===== src/rtl/dds_pkg.sv =====
// Shared constants for the DDS waveform read engine: default widths,
// waveform select codes and the update-handshake FSM encoding.
package dds_pkg;

  localparam int ACC_W_DEF   = 32;
  localparam int ADDR_W_DEF  = 12;
  localparam int DATA_W_DEF  = 14;
  localparam int ROM_LAT_DEF = 1;

  localparam logic [1:0] WAVE_SINE = 2'd0;
  localparam logic [1:0] WAVE_SQR  = 2'd1;
  localparam logic [1:0] WAVE_SAWT = 2'd2;
  localparam logic [1:0] WAVE_OFF  = 2'd3;

  typedef enum logic [1:0] {
    ST_IDLE = 2'd0,
    ST_RUN  = 2'd1,
    ST_PEND = 2'd2
  } state_e;

endpackage


===== src/rtl/dds_phase_acc.sv =====
// Phase accumulator with wrap detection and ROM address generation
// (top ADDR_W accumulator bits plus phase offset, modulo 2^ADDR_W).
module dds_phase_acc #(
  parameter int ACC_W  = 32,
  parameter int ADDR_W = 12
) (
  input  logic              clk,
  input  logic              rst_n,
  input  logic              en_i,
  input  logic [ACC_W-1:0]  fword_i,
  input  logic [ADDR_W-1:0] pword_i,
  output logic [ADDR_W-1:0] rom_addr_o,
  output logic              wrap_o,
  output logic              wrap_q_o,
  output logic              acc_zero_o
);

  logic [ACC_W-1:0]  acc_q;
  logic [ACC_W-1:0]  acc_d;
  logic              carry;
  logic [ADDR_W-1:0] addr_d;
  logic [ADDR_W-1:0] addr_q;
  logic              wrap_q;

  assign {carry, acc_d} = {1'b0, acc_q} + {1'b0, fword_i};
  assign addr_d         = acc_q[ACC_W-1 -: ADDR_W] + pword_i;

  assign wrap_o     = en_i & carry;
  assign wrap_q_o   = wrap_q;
  assign acc_zero_o = (acc_q == '0);
  assign rom_addr_o = addr_q;

  // wrap_q marks that the current acc value is the first of a new period
  always_ff @(posedge clk or negedge rst_n) begin
    if (!rst_n) begin
      acc_q  <= '0;
      addr_q <= '0;
      wrap_q <= 1'b0;
    end else if (en_i) begin
      acc_q  <= acc_d;
      addr_q <= addr_d;
      wrap_q <= carry;
    end
  end

endmodule


===== src/rtl/dds_wave_reader.sv =====
// DDS read engine: phase-continuous config update FSM, ROM address stage,
// sideband delay matching the ROM latency, and registered waveform mux.
module dds_wave_reader
  import dds_pkg::*;
#(
  parameter int ACC_W   = ACC_W_DEF,
  parameter int ADDR_W  = ADDR_W_DEF,
  parameter int DATA_W  = DATA_W_DEF,
  parameter int ROM_LAT = ROM_LAT_DEF
) (
  input  logic              clk,
  input  logic              rst_n,
  input  logic              en,
  input  logic              cfg_valid,
  output logic              cfg_ready,
  input  logic [ACC_W-1:0]  cfg_fword,
  input  logic [ADDR_W-1:0] cfg_pword,
  input  logic [1:0]        cfg_sel,
  output logic [ADDR_W-1:0] rom_addr,
  input  logic [DATA_W-1:0] rom_q_sine,
  input  logic [DATA_W-1:0] rom_q_sqr,
  input  logic [DATA_W-1:0] rom_q_sawt,
  output logic [DATA_W-1:0] dout,
  output logic              dout_valid,
  output logic              cycle_start
);

  function automatic logic [DATA_W-1:0] wave_mux(input logic [1:0]        sel,
                                                 input logic [DATA_W-1:0] s,
                                                 input logic [DATA_W-1:0] q,
                                                 input logic [DATA_W-1:0] w);
    case (sel)
      WAVE_SINE: return s;
      WAVE_SQR:  return q;
      WAVE_SAWT: return w;
      default:   return '0;
    endcase
  endfunction

  state_e            state_q, state_d;
  logic [ACC_W-1:0]  act_fw_q, act_fw_d, shd_fw_q, shd_fw_d;
  logic [ADDR_W-1:0] act_pw_q, act_pw_d, shd_pw_q, shd_pw_d;
  logic [1:0]        act_sel_q, act_sel_d, shd_sel_q, shd_sel_d;
  logic              accept;
  logic              wrap;
  logic              wrap_q;
  logic              acc_zero;

  assign cfg_ready = (state_q != ST_PEND);
  assign accept    = cfg_valid & cfg_ready;

  dds_phase_acc #(
    .ACC_W  (ACC_W),
    .ADDR_W (ADDR_W)
  ) u_phase_acc (
    .clk        (clk),
    .rst_n      (rst_n),
    .en_i       (en),
    .fword_i    (act_fw_q),
    .pword_i    (act_pw_q),
    .rom_addr_o (rom_addr),
    .wrap_o     (wrap),
    .wrap_q_o   (wrap_q),
    .acc_zero_o (acc_zero)
  );

  always_comb begin
    state_d   = state_q;
    act_fw_d  = act_fw_q;
    act_pw_d  = act_pw_q;
    act_sel_d = act_sel_q;
    shd_fw_d  = shd_fw_q;
    shd_pw_d  = shd_pw_q;
    shd_sel_d = shd_sel_q;
    case (state_q)
      ST_IDLE: begin
        if (accept) begin
          act_fw_d  = cfg_fword;
          act_pw_d  = cfg_pword;
          act_sel_d = cfg_sel;
        end
        if (en) state_d = ST_RUN;
      end
      ST_RUN: begin
        if (!en) begin
          state_d = ST_IDLE;
          if (accept) begin
            act_fw_d  = cfg_fword;
            act_pw_d  = cfg_pword;
            act_sel_d = cfg_sel;
          end
        end else if (accept) begin
          // a wrap in this same cycle is deliberately not used: shadow waits for the next one
          shd_fw_d  = cfg_fword;
          shd_pw_d  = cfg_pword;
          shd_sel_d = cfg_sel;
          state_d   = ST_PEND;
        end
      end
      ST_PEND: begin
        if (!en || wrap) begin
          act_fw_d  = shd_fw_q;
          act_pw_d  = shd_pw_q;
          act_sel_d = shd_sel_q;
          state_d   = en ? ST_RUN : ST_IDLE;
        end
      end
      default: state_d = ST_IDLE;
    endcase
  end

  always_ff @(posedge clk or negedge rst_n) begin
    if (!rst_n) begin
      state_q   <= ST_IDLE;
      act_fw_q  <= '0;
      act_pw_q  <= '0;
      act_sel_q <= WAVE_SINE;
      shd_fw_q  <= '0;
      shd_pw_q  <= '0;
      shd_sel_q <= WAVE_SINE;
    end else begin
      state_q   <= state_d;
      act_fw_q  <= act_fw_d;
      act_pw_q  <= act_pw_d;
      act_sel_q <= act_sel_d;
      shd_fw_q  <= shd_fw_d;
      shd_pw_q  <= shd_pw_d;
      shd_sel_q <= shd_sel_d;
    end
  end

  // Stage 0: sideband registered alongside rom_addr
  logic       vld_p0_q;
  logic [1:0] sel_p0_q;
  logic       start_p0_q;

  always_ff @(posedge clk or negedge rst_n) begin
    if (!rst_n) begin
      vld_p0_q   <= 1'b0;
      sel_p0_q   <= WAVE_SINE;
      start_p0_q <= 1'b0;
    end else begin
      vld_p0_q   <= en;
      sel_p0_q   <= act_sel_q;
      start_p0_q <= en & (wrap_q | ((state_q == ST_IDLE) & acc_zero));
    end
  end

  // Stage 1: sideband delayed by the ROM latency so it lines up with rom_q_*
  logic [ROM_LAT-1:0] vld_p1_q;
  logic [ROM_LAT-1:0] start_p1_q;
  logic [1:0]         sel_p1_q [ROM_LAT];

  always_ff @(posedge clk or negedge rst_n) begin
    if (!rst_n) begin
      vld_p1_q   <= '0;
      start_p1_q <= '0;
      for (int i = 0; i < ROM_LAT; i++) sel_p1_q[i] <= WAVE_SINE;
    end else begin
      vld_p1_q[0]   <= vld_p0_q;
      start_p1_q[0] <= start_p0_q;
      sel_p1_q[0]   <= sel_p0_q;
      for (int i = 1; i < ROM_LAT; i++) begin
        vld_p1_q[i]   <= vld_p1_q[i-1];
        start_p1_q[i] <= start_p1_q[i-1];
        sel_p1_q[i]   <= sel_p1_q[i-1];
      end
    end
  end

  // Stage 2: registered output mux; dout holds once the pipeline drains
  logic [DATA_W-1:0] dout_q;
  logic              dout_valid_q;
  logic              cycle_start_q;

  always_ff @(posedge clk or negedge rst_n) begin
    if (!rst_n) begin
      dout_q        <= '0;
      dout_valid_q  <= 1'b0;
      cycle_start_q <= 1'b0;
    end else begin
      dout_valid_q  <= vld_p1_q[ROM_LAT-1];
      cycle_start_q <= vld_p1_q[ROM_LAT-1] & start_p1_q[ROM_LAT-1];
      if (vld_p1_q[ROM_LAT-1])
        dout_q <= wave_mux(sel_p1_q[ROM_LAT-1], rom_q_sine, rom_q_sqr, rom_q_sawt);
    end
  end

  assign dout        = dout_q;
  assign dout_valid  = dout_valid_q;
  assign cycle_start = cycle_start_q;

endmodule


===== config.mk =====
export PLATFORM = sky130hd
export DESIGN_NAME = dds_wave_reader
export DESIGN_NICKNAME = d
export VERILOG_FILES = /design/src/rtl/dds_pkg.sv /design/src/rtl/dds_phase_acc.sv /design/src/rtl/dds_wave_reader.sv
export SDC_FILE = /design/constraint.sdc
export NUM_CORES = 1
export LEC_CHECK = 0
export CAP_MARGIN = 10
export CORE_UTILIZATION = 40
export DETAILED_ROUTE_END_ITERATION = 7
export HOLD_SLACK_MARGIN = 0.15
export PLACE_DENSITY_LB_ADDON = 0.15
export SLEW_MARGIN = 25
export SYNTH_ARGS = -nofsm -noshare
export SYNTH_HDL_FRONTEND = slang
export SYNTH_SLANG_ARGS = --single-unit

===== constraint.sdc =====
create_clock -name clk -period 2.8 [get_ports clk]
set_clock_uncertainty 0.05 [all_clocks]
set_input_delay 0.7 -clock clk [delete_from_list [all_inputs] [get_ports clk]]
set_output_delay 0.7 -clock clk [all_outputs]
set_load 0.01 [all_outputs]

Word-level counts from Yosys, hierarchy flattened
Index checks and enable logic that the tools add are counted.
{ "classes": {"n_addsub": 2, "n_mul": 0, "div_mod_pow": 0, "order_cmp": 0, "n_eq_ne": 9, "shift": 0, "muxes": 19, "bitwise": 6, "reduce_logical": 9} }
{ "op_table": {"columns": ["cell", "count"], "rows": [
  ["32-bit two-way mux", 3],
  ["32-bit case mux with 3 select lines", 1],
  ["14-bit case mux with 3 select lines", 1],
  ["12-bit two-way mux", 3],
  ["12-bit case mux with 3 select lines", 1],
  ["32-bit by 32-bit adder with 33-bit output", 1],
  ["32-bit zero test", 1],
  ["2-bit two-way mux", 7],
  ["12-bit adder", 1],
  ["2-bit case mux with 3 select lines", 2],
  ["3-bit AND reduction", 3],
  ["2-bit inequality test, second input constant", 4],
  ["1-bit bitwise AND", 5],
  ["2-bit by 1-bit == test with 1-bit output, second input constant", 2],
  ["2-bit == test, second input constant", 2],
  ["2-bit zero test", 2],
  ["3-bit inequality test, second input constant", 1],
  ["3-bit nonzero test", 1],
  ["1-bit zero test", 1],
  ["1-bit logical OR", 1],
  ["1-bit two-way mux", 1],
  ["1-bit bitwise OR", 1]
]} }
{ "word_totals": {"ff_bits": 163, "latch_bits": 0, "ram_bits": 0, "romBits": 0, "input_bits": 92, "output_inout_bits": 29, "elab_cells": 64, "mem_count": 0} }

Depth between registers and ports, before layout
Gate-level depths: netlist of run 1.
{ "depth": {"depth_word": 5, "ltp_mapped": 11, "depth_no_buf": 11} }

Hierarchy
From an unflattened synthesis of run 1, not the netlist that was laid out.
{ "hier_totals": {"hier_cells": 834, "area_unflattened_um2": 9362.7} }
{ "by_module_without_submodules": {"columns": ["module", "n_inst", "cells_per_inst", "area_per_inst_um2", "seq_area_each_um2"], "rows": [
  ["dds_wave_reader", 1, 348, 5114.9, 2952.8],
  ["dds_phase_acc", 1, 486, 4247.8, 1126.1]
]} }

Least setup slack after synthesis of run 1
Ideal clock, no wire load.
{ "synth_path": {"path_type": "register to register", "from": "reg act_fw_q[0]", "to": "reg u_phase_acc.acc_q[22]", "setup_ps": 125, "arrival_time_ps": 2535, "required_ps": 2625, "setup_slack_ps": 90, "stages_incl_launch_ff": 11, "n_path_buf": 0, "synth_period_minus_slack_ps": 2710, "cell_sequence": "dfrtp_1 -> ha_1 -> fa_1 -> a21oi_1 -> o31ai_1 -> o2111ai_1 -> a21oi_1 -> a21boi_0 -> o21ai_0 -> xor2_1 -> mux2_2"} }
{ "synth_via": {"elab_chain_len": 1} }
{ "synth_lines": {"columns": ["item", "line_no", "text"], "rows": [
  ["start, declared", "dds_wave_reader.sv:41", "logic [ACC_W-1:0] act_fw_q, act_fw_d, shd_fw_q, shd_fw_d;"],
  ["start signal, assigned", "dds_wave_reader.sv:123", "act_fw_q <= act_fw_d;"],
  ["32-bit by 32-bit adder with 33-bit output", "dds_phase_acc.sv:25", "assign {carry, acc_d} = {1'b0, acc_q} + {1'b0, fword_i};"],
  ["end signal, assigned", "dds_phase_acc.sv:36", "acc_q <= '0;"],
  ["end signal, assigned", "dds_phase_acc.sv:40", "acc_q <= acc_d;"],
  ["end, declared", "dds_phase_acc.sv:18", "logic [ACC_W-1:0] acc_q;"]
]} }
No other way between the ends.
A chain may end at the register's enable or synchronous reset.

Final worst setup path of run 1
{ "layout_path": {"from": "reg u_phase_acc.acc_q[0]", "to": "reg u_phase_acc.acc_q[16]"} }
{ "layout_via": {"elab_chain_len": 1} }
{ "layout_lines": {"columns": ["item", "line_no"], "rows": [
  ["32-bit by 32-bit adder with 33-bit output", "dds_phase_acc.sv:25"]
]} }
No other way between the ends.

==> results of run 1 <==
-- through the flow --
stage | setup slack, ns | instances | setup TNS [ns] | total power [uW] | cell area [um^2]
after floorplan | 0.0903 | 974 | 0 | 10100 | 9540
after global placement | -0.127 | 1474 | -1.97 | 13600 | 11900
after detailed placement | -0.271 | 1474 | -5.89 | 13700 | 11900
after CTS | -0.0381 | 1511 | -0.0381 | 16600 | 12700
after global routing | -0.133 | 1537 | -3.25 | 19400 | 13800
final | 0.000150 | 1537 | 0 | 18100 | 13800
-- cells by family after synthesis --
family / count (synthesis) / share of synthesized area [%]
compound gates: 272 / 18.3
xor+xnor: 24 / 2.20
flops: 163 / 42.8
mux: 129 / 14.4
simple gates: 268 / 13.1
fa+ha+maj: 45 / 6.06
buf+inv: 73 / 3.11
-- layout make-up --
| class | instances | share of cell area [%] |
|---|---|---|
| Clock inverter | 14 | 1.39 |
| Inverter | 20 | 0.546 |
| Tap cell | 319 | 2.90 |
| Multi-Input combinational cell | 738 | 43.3 |
| Sequential cell | 163 | 29.7 |
| Clock buffer | 18 | 3.19 |
| Timing Repair Buffer | 265 | 18.9 |
-- critical path, delay by kind of cell (launching register included) --
family	cells	cell delay [ns]
fa+ha+maj	2	0.56
xor+xnor	1	0.08
compound gates	5	0.71
flops	1	0.41
buf+inv	1	0.18
mux	1	0.27
simple gates	1	0.42
-- report_power, final --
group          internal, uW  total (uW)  switching [uW]
clock                  1460        2520            1060
sequential             3480        4670            1180
combinational          5730       10900            5150
total                 10700       18100            7390
-- worst max path at each step --
stage                               startpoint                          to  cells after the start
after floorplan                    act_fw_q[0]       u_phase_acc.acc_q[22]                     10
after global routing               act_pw_q[0]  u_phase_acc.rom_addr_o[10]                     11
after detailed placement           act_fw_q[0]       u_phase_acc.acc_q[30]                     11
after global placement             act_fw_q[0]       u_phase_acc.acc_q[22]                     12
final                     u_phase_acc.acc_q[0]       u_phase_acc.acc_q[16]                     11
after CTS                          act_fw_q[0]       u_phase_acc.acc_q[30]                     11
-- layout by cell type, fill, tap and decap left out, types with 23 or more instances in the layout --
master and instances:
sky130_fd_sc_hd__nand2_1 41, sky130_fd_sc_hd__nand3_1 58, sky130_fd_sc_hd__nor2_4 26, sky130_fd_sc_hd__o21ai_0 65
sky130_fd_sc_hd__ha_1 30, sky130_fd_sc_hd__dfrtp_1 160, sky130_fd_sc_hd__clkbuf_16 23, sky130_fd_sc_hd__mux2i_1 60
sky130_fd_sc_hd__a211oi_2 47, sky130_fd_sc_hd__nor2_1 57, sky130_fd_sc_hd__clkdlybuf4s50_1 118, sky130_fd_sc_hd__a21oi_1 60
sky130_fd_sc_hd__mux2_2 66, sky130_fd_sc_hd__buf_4 111
-- synth_stat cells (9+ instances only) --
cell type,instances
sky130_fd_sc_hd__a21o_1,14
sky130_fd_sc_hd__dfrtp_1,163
sky130_fd_sc_hd__clkbuf_1,36
sky130_fd_sc_hd__nand2_1,42
sky130_fd_sc_hd__o21a_1,11
sky130_fd_sc_hd__o21ai_0,71
sky130_fd_sc_hd__mux2_2,69
sky130_fd_sc_hd__a21oi_1,66
sky130_fd_sc_hd__ha_1,43
sky130_fd_sc_hd__a211oi_1,51
sky130_fd_sc_hd__nand3_1,60
sky130_fd_sc_hd__nor4_1,9
sky130_fd_sc_hd__mux2i_1,60
sky130_fd_sc_hd__buf_2,12
sky130_fd_sc_hd__nor2_1,102
sky130_fd_sc_hd__xnor2_1,18
sky130_fd_sc_hd__inv_1,19
sky130_fd_sc_hd__nor3_1,9
-- metal layers --
metal / up-vias / part of all wire, % / GRT usage, %
li1: 4064 / - / -
met1: 4143 / 49 / 31.1
met2: 220 / 45 / 32.2
met3: 22 / 5.3 / 3.54
met4: 0 / 1.3 / 5.23
met5: - / 0 / 0
-- registers in the layout, indices dropped and copies added (netlist names) --
name	cells
act_pw_q	12
u_phase_acc.rom_addr_o	12
state_q	2
vld_p1_q	1
sel_p1_q	2
shd_pw_q	12
cycle_start	1
start_p1_q	1
act_sel_q	2
vld_p0_q	1
shd_sel_q	2
u_phase_acc.acc_q	32
u_phase_acc.wrap_q_o	1
act_fw_q	32
shd_fw_q	32
dout	14
sel_p0_q	2
dout_valid	1
start_p0_q	1
-- repair_timing --
| item | CTS | global route |
|---|---|---|
| gates resized for setup | 24 | 173 |
| endpoints found under the setup margin | 59 | 62 |
| setup buffers | 4 | 20 |
| cloned | 0 | 7 |
| hold endpoints to repair | 18 | 0 |
| hold buffers | 1 | 0 |
| pin swaps | 15 | 42 |
==> results.txt, run 1 <==
----------------------------------------------------
[Yosys]
  Number of enable-type register cells in the synthesized netlist ... 0
  Yosys cell types ... between 60 and 70
  Syn Nets ... 1111
  Leading cell types by total area after synthesis ... sky130_fd_sc_hd__dfrtp_1 (43%), sky130_fd_sc_hd__mux2_2 (8.1%), sky130_fd_sc_hd__mux2i_1 (6.3%), sky130_fd_sc_hd__ha_1 (5.6%), sky130_fd_sc_hd__a211oi_1 (4.0%)
  Number of warnings reported in the yosys synthesis log ... 0
  Ys flop type ... sky130_fd_sc_hd__dfrtp_1
  Register area share after synthesis ... 42.8%
  Combined area of all synthesized cells ... 0.00954 mm^2
  Library cell occupying the most area in the post-synthesis netlist ... sky130_fd_sc_hd__dfrtp_1
  Syn Inst Count ... 974
  Share of the synthesized area in the top cell type ... 42.8%
  Flip-flop and latch count after synthesis ... 163
  Average size of a mapped cell ... 9.79 um^2
  Fraction of registers with async set or reset after synthesis ... 100%

[CTS]
  Clock sink count ... ~160
  Clock tree root buffer cell ... sky130_fd_sc_hd__clkbuf_16
  H-tree Lvls ... 4
  TritonCTS Buffers ... 17
  Clock latency on the worst-skew pair ... between 0.4 and 0.5 ns
  CTS tree ... yes
  Clock-pin transition on the worst setup and hold timing paths ... approximately 0.07 ns
  Clock Path Buffers ... 2

[Critical path]
  Data required time at the worst endpoint ... 3.06 ns
  Kind of critical path ... flop to flop
  Kind of capture point of the worst setup path ... flop
  Critical Path Most Common Cell ... sky130_fd_sc_hd__a21oi_4
  Critical path peak fanout ... 3
  Longest individual stage delay on the worst path ... roughly 0.42 ns
  Master of the slowest instance on the critical path ... sky130_fd_sc_hd__or3_4
  Capture instance of the worst register-to-register path ... u_phase_acc.acc_q[16]
  Internal reg-to-reg setup slack ... 0.0002 ns
  Cell depth of the worst flop-to-flop path ... 11
  Kind of launch point of the worst setup path ... flop
  Crit path arrival time ... 3.06 ns
  RR Startpoint ... u_phase_acc.acc_q[0]
  List of cells traversed by the critical path ... ha_4 > fa_2 > a21oi_4 > o31ai_4 > o2111ai_2 > buf_4 > a211oi_4 > or3_4 > a21oi_4 > xnor2_1 > mux2_4

[Drt]
  Via-to-Cell Ratio ... 5.50
  Pre-antenna DRT Iters ... 5
  Number of DRC markers after the initial detailed-route iteration ... 572
  Average wire per standard cell ... roughly 18 um
  DRC viols ... 0
  Post-route antenna net violation count ... 0
  Total wire length after detailed routing ... 27.4 mm
  Vias post-DR ... 8449

[Layout]
  Share of final-layout standard cells stronger than drive strength 1 ... between 30% and 40%
  Combined flip-flop and latch cell area ... 0.00408 mm^2
  Final Net Count ... around 1300
  Final antenna diode count ... 0
  Area growth syn-to-layout ... 44.2%
  Multi-input gate area in the final layout ... 0.00596 mm^2
  Filler cell count in the final layout ... 2069
  Post-layout util ... about three fifths

[Timing]
  Maximum frequency from static timing analysis ... around 360 MHz
  Unrepaired setup endpoints after global routing ... true
  Slew HR ... 44.4%
  Number of pins with negative max-slew slack in the final report ... 0
  Minimum clock period ... 2.80 ns
  Share of the cycle needed by the critical path after routing ... 100%
  Hold slack ... 0.287 ns
  Final hold violation count ... 0
  Slew of the pin with the lowest slew margin ... 0.833 ns
  Final setup violation count ... 0

[Floorplanning]
  Initial standard-cell utilization of the core ... 40.8%
  Area of the die ... around 0.024 mm^2
  Top-level I/O count ... 121
  Die Y-Extent ... 156 um
  Die Width ... 156 um
  Cell row count ... 56
  Standard cell core area ... between 0.02 and 0.025 mm^2

[Worst hold path]
  Count of cells along the worst hold path ... 0
  Worst hold-check path type ... flop to flop
  Hold endpoint ... vld_p1_q
  Launch point of the worst hold path ... vld_p0_q

[Power and ir drop]
  Pleak ... 0.00555 uW
  VDD IR max ... between 0.5 and 0.6 mV
  Power density over the cells ... 1310 mW/mm^2

[Placement]
  Port Buf Inserts ... 120
  Final weighted congestion of routability-driven global placement ... about 0.87
  Post-DP HPWL ... 18.2 mm

[GRT]
  Via count of the first global-routing pass ... 7845
  Global-route wire length before repair ... 40.6 mm
  Initial antenna violation count ... 1
  GR Util All Layers ... 21.2%
  Overall overflow remaining after global route ... 0
  Largest net degree at the start of global routing ... 55

[Outcome]
  Run status ... completed

[Run]
  Max-capacitance violation count ... 0

----------------------------------------------------
No activity file was read; power rests on OpenSTA's default activity.
==> run 2: changes to the inputs <==
Settings changed: CAP_MARGIN 10 to 20, DONT_BUFFER_PORTS from default to 1.
==> results.txt, run 2 (synthesis results as in run 1) <==
----------------------------------------------------
[Outcome]
  Run status ... finished, violations left
  Violations in the final reports ... negative hold slack, negative setup slack

[Layout]
  Commonest non-fill, non-tap cells in the layout ... sky130_fd_sc_hd__dfrtp_1 (161), sky130_fd_sc_hd__buf_4 (126), sky130_fd_sc_hd__nor2_1 (84)
  Leading registers by flop count ... act_fw_q x32, shd_fw_q x32, u_phase_acc.acc_q x32
  Share of final-layout standard cells stronger than drive strength 1 ... 32.5%
  Final design instance area without fill ... 0.0120 mm^2
  Combined flip-flop and latch cell area ... 0.00408 mm^2
  Final antenna diode count ... 0
  Area growth syn-to-layout ... 26.1%
  Multi-input gate area in the final layout ... 0.00574 mm^2
  Filler cell count in the final layout ... roughly 2200
  Final Net Count ... 1213
  Count of non-filler cells in the finished layout ... 1408
  Leading cell type in the layout, fill and taps excluded ... sky130_fd_sc_hd__dfrtp_1
  Post-layout util ... 51.4%

[Floorplanning]
  Standard cell core area ... 0.0234 mm^2
  Top-level I/O count ... 121
  Cell row count ... 56
  Area of the die ... 0.0245 mm^2
  Die Y-Extent ... 156 um
  Die Width ... approximately 160 um
  Initial standard-cell utilization of the core ... 40.8%

[Timing]
  Accumulated negative setup slack ... -0.0601 ns
  Maximum frequency from static timing analysis ... 352 MHz
  Slew of the pin with the lowest slew margin ... 0.869 ns
  Final setup violation count ... 3
  Share of the cycle needed by the critical path after routing ... 102%
  Number of pins with negative max-slew slack in the final report ... 0
  Final hold violation count ... 57
  Minimum clock period ... 2.84 ns
  Hold slack ... -0.0859 ns
  Slew HR ... 42.0%
  Unrepaired setup endpoints after global routing ... true
  Minimum setup slack in the final design ... -0.0425 ns

[Drt]
  Pre-antenna DRT Iters ... 5
  Post-route antenna net violation count ... 0
  Total wire length after detailed routing ... 26.1 mm
  DRC viols ... 0
  Via-to-Cell Ratio ... approximately 5.6
  Vias post-DR ... 7840
  Number of DRC markers after the initial detailed-route iteration ... 449
  Average wire per standard cell ... 18.5 um

[Placement]
  Port Buf Inserts ... 0
  Inst Count DP ... 1362
  Post-DP HPWL ... around 18 mm
  Final weighted congestion of routability-driven global placement ... 0.904
  Instance area at placement ... 0.0107 mm^2
  Worst setup slack before clock tree synthesis ... -0.207 ns

[GRT]
  Global-route wire length before repair ... between 40 and 50 mm
  Overall overflow remaining after global route ... 0
  Via count of the first global-routing pass ... 7449
  Initial antenna violation count ... 1
  Largest net degree at the start of global routing ... 164
  GR Util All Layers ... between 20% and 30%

[Worst hold path]
  Worst hold-check path type ... input pin to asynchronous set/reset pin

[Critical path]
  Kind of launch point of the worst setup path ... flop
  Kind of capture point of the worst setup path ... flop
  Cell depth of the worst flop-to-flop path ... 11
  Crit path arrival time ... 3.12 ns
  Internal reg-to-reg setup slack ... -0.04 ns
  Capture instance of the worst register-to-register path ... u_phase_acc.acc_q[25]
  Critical path peak fanout ... 3
  Kind of critical path ... flop to flop
  Data required time at the worst endpoint ... 3.08 ns
  RR Startpoint ... act_fw_q[4]

[Power and ir drop]
  VDD IR max ... ~0.47 mV
  Internal power component ... 10100 uW
  Power density over the cells ... 1430 mW/mm^2
  Switch share ... 41.7%
  Part of the power in combinational logic ... 58.9%
  Pleak ... 0.00494 uW
  Clock power frac ... 14.0%
  Switching power ... 7190 uW
  Reg power frac ... a little over a quarter

[CTS]
  Clock Path Buffers ... 2
  Clock latency on the worst-skew pair ... 0.44 ns
  Clock tree root buffer cell ... sky130_fd_sc_hd__clkbuf_16
  Clock-pin transition on the worst setup and hold timing paths ... roughly 0.080 ns
  TritonCTS Buffers ... 17
  H-tree Lvls ... 4
  Clock sink count ... 163
  CTS tree ... yes

[Run]
  Max-capacitance violation count ... 0

----------------------------------------------------
-- run 2: cell count changes in the layout (fill, tap and decap cells not counted), moves of 3 or more --
cell	delta
sky130_fd_sc_hd__buf_4	+15
sky130_fd_sc_hd__clkbuf_16	-6
sky130_fd_sc_hd__buf_6	-11
sky130_fd_sc_hd__a211oi_1	+3
sky130_fd_sc_hd__buf_8	-5
sky130_fd_sc_hd__clkdlybuf4s50_1	-118
sky130_fd_sc_hd__nor2_1	+27
sky130_fd_sc_hd__inv_6	+3
sky130_fd_sc_hd__nor2_4	-26
-- run 2: repair_timing --
item                       CTS  global route
setup endpoints to repair   59            60
hold endpoints to repair   163           163
buffers inserted             1            13
pin swaps                   12            39
gates resized for setup     22           100
-- run 2: through the flow --
stage	total power, uW	hold WS, ns
floorplan	10100	0.281
global placement	13400	0.283
detailed placement	13400	0.287
CTS	16200	-0.108
global route	18600	-0.110
finish	17200	-0.0859
-- run 2: critical path, cell delays in order (launching register included) --
cell and delay (ns):
sky130_fd_sc_hd__dfrtp_1 0.43, sky130_fd_sc_hd__ha_4 0.29, sky130_fd_sc_hd__buf_6 0.10, sky130_fd_sc_hd__o211ai_1 0.12, sky130_fd_sc_hd__o211ai_2 0.19, sky130_fd_sc_hd__nand4_1 0.25, sky130_fd_sc_hd__a2111oi_4 0.44, sky130_fd_sc_hd__o31a_1 0.28
sky130_fd_sc_hd__buf_4 0.14, sky130_fd_sc_hd__a211oi_2 0.05, sky130_fd_sc_hd__xnor2_1 0.14, sky130_fd_sc_hd__mux2_4 0.25
-- run 2: cell type report --
| type | instances | share of cell area [%] |
|---|---|---|
| Tap cell | 319 | 3.32 |
| Sequential cell | 163 | 33.9 |
| Clock buffer | 18 | 3.65 |
| Multi-Input combinational cell | 738 | 47.7 |
| Inverter | 20 | 0.624 |
| Timing Repair Buffer | 136 | 9.42 |
| Clock inverter | 14 | 1.34 |
-- run 2: how the worst max path moves through the flow --
stage / from / endpoint / slack [ns] / depth (start not counted)
2_1_floorplan: act_fw_q[0] / u_phase_acc.acc_q[22] / 0.09 / 10
3_3_place_gp: act_fw_q[0] / act_pw_q[1] / -0.16 / 11
3_5_place_dp: act_fw_q[0] / act_fw_q[23] / -0.21 / 12
4_1_cts: act_fw_q[4] / u_phase_acc.acc_q[19] / -0.03 / 10
5_1_grt: act_fw_q[4] / u_phase_acc.acc_q[25] / -0.18 / 11
6_report: act_fw_q[4] / u_phase_acc.acc_q[25] / -0.04 / 11
-- run 2: per-layer routing --
layer  GRT usage [%]  wire (um)
met5               0          0
met4            5.14        308
met3            4.43       1580
met2            32.2      11500
met1            31.3      12700
-- run 2: power groups by stage --
stage / Clock, uW / Combinational (uW) / Sequential [uW]
6_report: 2410 / 10200 / 4670
5_1_grt: 2560 / 11200 / 4810
4_1_cts: 2470 / 9190 / 4580
3_5_place_dp: 0 / 8860 / 4590
3_3_place_gp: 0 / 8810 / 4560
2_1_floorplan: 0 / 5890 / 4170
==> run 3: changes to the inputs <==
Settings changed: SETUP_SLACK_MARGIN from default to 0.5.
==> results.txt, run 3 (synthesis results as in run 1) <==
----------------------------------------------------
[Drt]
  Pre-antenna DRT Iters ... 5
  Number of DRC markers after the initial detailed-route iteration ... about 430
  Vias post-DR ... ~7600
  Total wire length after detailed routing ... 25.3 mm
  DRC viols ... 0
  Post-route antenna net violation count ... 0
  Average wire per standard cell ... 18.7 um
  Via-to-Cell Ratio ... 5.61

[CTS]
  TritonCTS Buffers ... 17
  Clock sink count ... around 160
  Clock Path Buffers ... 2
  Clock latency on the worst-skew pair ... 0.44 ns
  CTS tree ... yes
  Clock tree root buffer cell ... sky130_fd_sc_hd__clkbuf_16
  Clock-pin transition on the worst setup and hold timing paths ... 0.07 ns
  H-tree Lvls ... 4

[Floorplanning]
  Area of the die ... 0.0245 mm^2
  Die Width ... ~160 um
  Cell row count ... 56
  Initial standard-cell utilization of the core ... 40.8%
  Die Y-Extent ... 156 um
  Standard cell core area ... 0.0234 mm^2
  Top-level I/O count ... 121

[Timing]
  Final hold violation count ... 163
  Accumulated negative setup slack ... 0 ns
  Number of pins with negative max-slew slack in the final report ... 0
  Minimum setup slack in the final design ... 0.0534 ns
  Slew of the pin with the lowest slew margin ... 0.902 ns
  Slew HR ... 39.7%
  Final setup violation count ... 0
  Share of the cycle needed by the critical path after routing ... between 90% and 100%
  Maximum frequency from static timing analysis ... 364 MHz
  Minimum clock period ... roughly 2.7 ns
  Unrepaired setup endpoints after global routing ... true
  Hold slack ... -0.101 ns

[Worst hold path]
  Worst hold-check path type ... input pin to asynchronous set/reset pin

[Outcome]
  Violations in the final reports ... negative hold slack
  Run status ... finished, violations left

[GRT]
  Via count of the first global-routing pass ... 7702
  Overall overflow remaining after global route ... 0
  Largest net degree at the start of global routing ... between 150 and 200
  GR Util All Layers ... 21.3%
  Initial antenna violation count ... 0
  Global-route wire length before repair ... 40.7 mm

[Layout]
  Area growth syn-to-layout ... 23.0%
  Leading cell type in the layout, fill and taps excluded ... sky130_fd_sc_hd__dfrtp_1
  Commonest non-fill, non-tap cells in the layout ... sky130_fd_sc_hd__dfrtp_1 (158), sky130_fd_sc_hd__nor2_1 (81), sky130_fd_sc_hd__buf_4 (72)
  Leading registers by flop count ... act_fw_q x32, shd_fw_q x32, u_phase_acc.acc_q x32
  Share of final-layout standard cells stronger than drive strength 1 ... 31.2%
  Final antenna diode count ... 0
  Final Net Count ... 1160

[Critical path]
  Crit path arrival time ... 3.02 ns
  Kind of launch point of the worst setup path ... flop
  RR Startpoint ... act_fw_q[0]
  Critical path peak fanout ... 4
  Critical Path Source ... act_fw_q[0]
  Kind of capture point of the worst setup path ... flop
  Kind of critical path ... flop to flop
  Data required time at the worst endpoint ... 3.07 ns

[Placement]
  Worst setup slack before clock tree synthesis ... 0.00127 ns
  Final weighted congestion of routability-driven global placement ... 0.866
  Post-DP HPWL ... 16.9 mm
  Port Buf Inserts ... 0

[Power and ir drop]
  VDD IR max ... 0.509 mV
  Pleak ... 0.00472 uW
  Power density over the cells ... 1400 mW/mm^2

[Run]
  Max-capacitance violation count ... 0

----------------------------------------------------
## run 3: cell types whose count changed in the layout (fill, tap and decap cells not counted), moves of 4 or more
cell                       change
sky130_fd_sc_hd__buf_12        -4
sky130_fd_sc_hd__a211oi_1      -4
sky130_fd_sc_hd__a211oi_2      +5
sky130_fd_sc_hd__mux2_2        -4
sky130_fd_sc_hd__buf_6         +4
sky130_fd_sc_hd__mux2_4        +4
sky130_fd_sc_hd__buf_4        -54
## run 3: power breakdown
| part | switching [uW] | internal (uW) | total, uW |
|---|---|---|---|
| logic | 4690 | 4840 | 9530 |
| clock network | 1130 | 1190 | 2320 |
| registers | 1110 | 3490 | 4590 |
## run 3: layout make-up
class / instances / area (um^2)
inverter: 20 / 75.1
tap: 319 / 399
clock buffer: 18 / 429
timing repair buffer: 83 / 727
multi-input combinational: 738 / 5870
fill: 2173 / 11700
clock inverter: 14 / 144
sequential: 163 / 4090
## run 3: path summary, 6_finish.rpt
path,slack (ns),end,cells past startpoint
worst max-delay path,0.05,u_phase_acc.acc_q[16],10
worst min-delay path,-0.10,dout[1],0
worst max register to register,0.05,u_phase_acc.acc_q[16],10
worst min register to register,0.30,sel_p1_q[0],0
max in group asynchronous,2.51,u_phase_acc.acc_q[20],0
min in group clk,0.25,vld_p0_q,0
## run 3: layer usage
layer | up-vias | track usage, % | share of wire, %
met4 | 0 | 5.23 | 1.1
met1 | 3736 | 27.6 | 46
met2 | 156 | 35.9 | 48
li1 | 3693 | - | -
met5 | - | 0 | 0
met3 | 20 | 4.76 | 4.7
## run 3: critical path, stage by stage, from the launching register on
cell,delay [ns]
sky130_fd_sc_hd__dfrtp_1,0.42
sky130_fd_sc_hd__ha_4,0.19
sky130_fd_sc_hd__fa_2,0.37
sky130_fd_sc_hd__a21oi_2,0.17
sky130_fd_sc_hd__o31ai_2,0.09
sky130_fd_sc_hd__o2111ai_2,0.31
sky130_fd_sc_hd__a211oi_2,0.16
sky130_fd_sc_hd__or3_4,0.40
sky130_fd_sc_hd__a21oi_2,0.15
sky130_fd_sc_hd__xnor2_1,0.07
sky130_fd_sc_hd__mux2_2,0.26
## run 3: stage by stage
stage / util [%] / hold WS (ns) / instance area [um^2] / total power, uW / std cells
6_report: 50.1 / -0.101 / 11700 / 16400 / 1355
5_1_grt: 50.1 / -0.130 / 11700 / 17700 / 1355
4_1_cts: 48.8 / -0.121 / 11400 / 15900 / 1344
3_5_place_dp: 45.0 / 0.285 / 10500 / 12900 / 1292
3_3_place_gp: 45.0 / 0.282 / 10500 / 12800 / 1292
2_1_floorplan: - / 0.281 / 9930 / 10600 / 974
## run 3: repair_timing
item	CTS	global route
setup endpoints to repair	73	78
gates resized for setup	28	52
cloned	1	2
buffers inserted	19	9
hold endpoints to repair	163	163
pin swaps	34	21
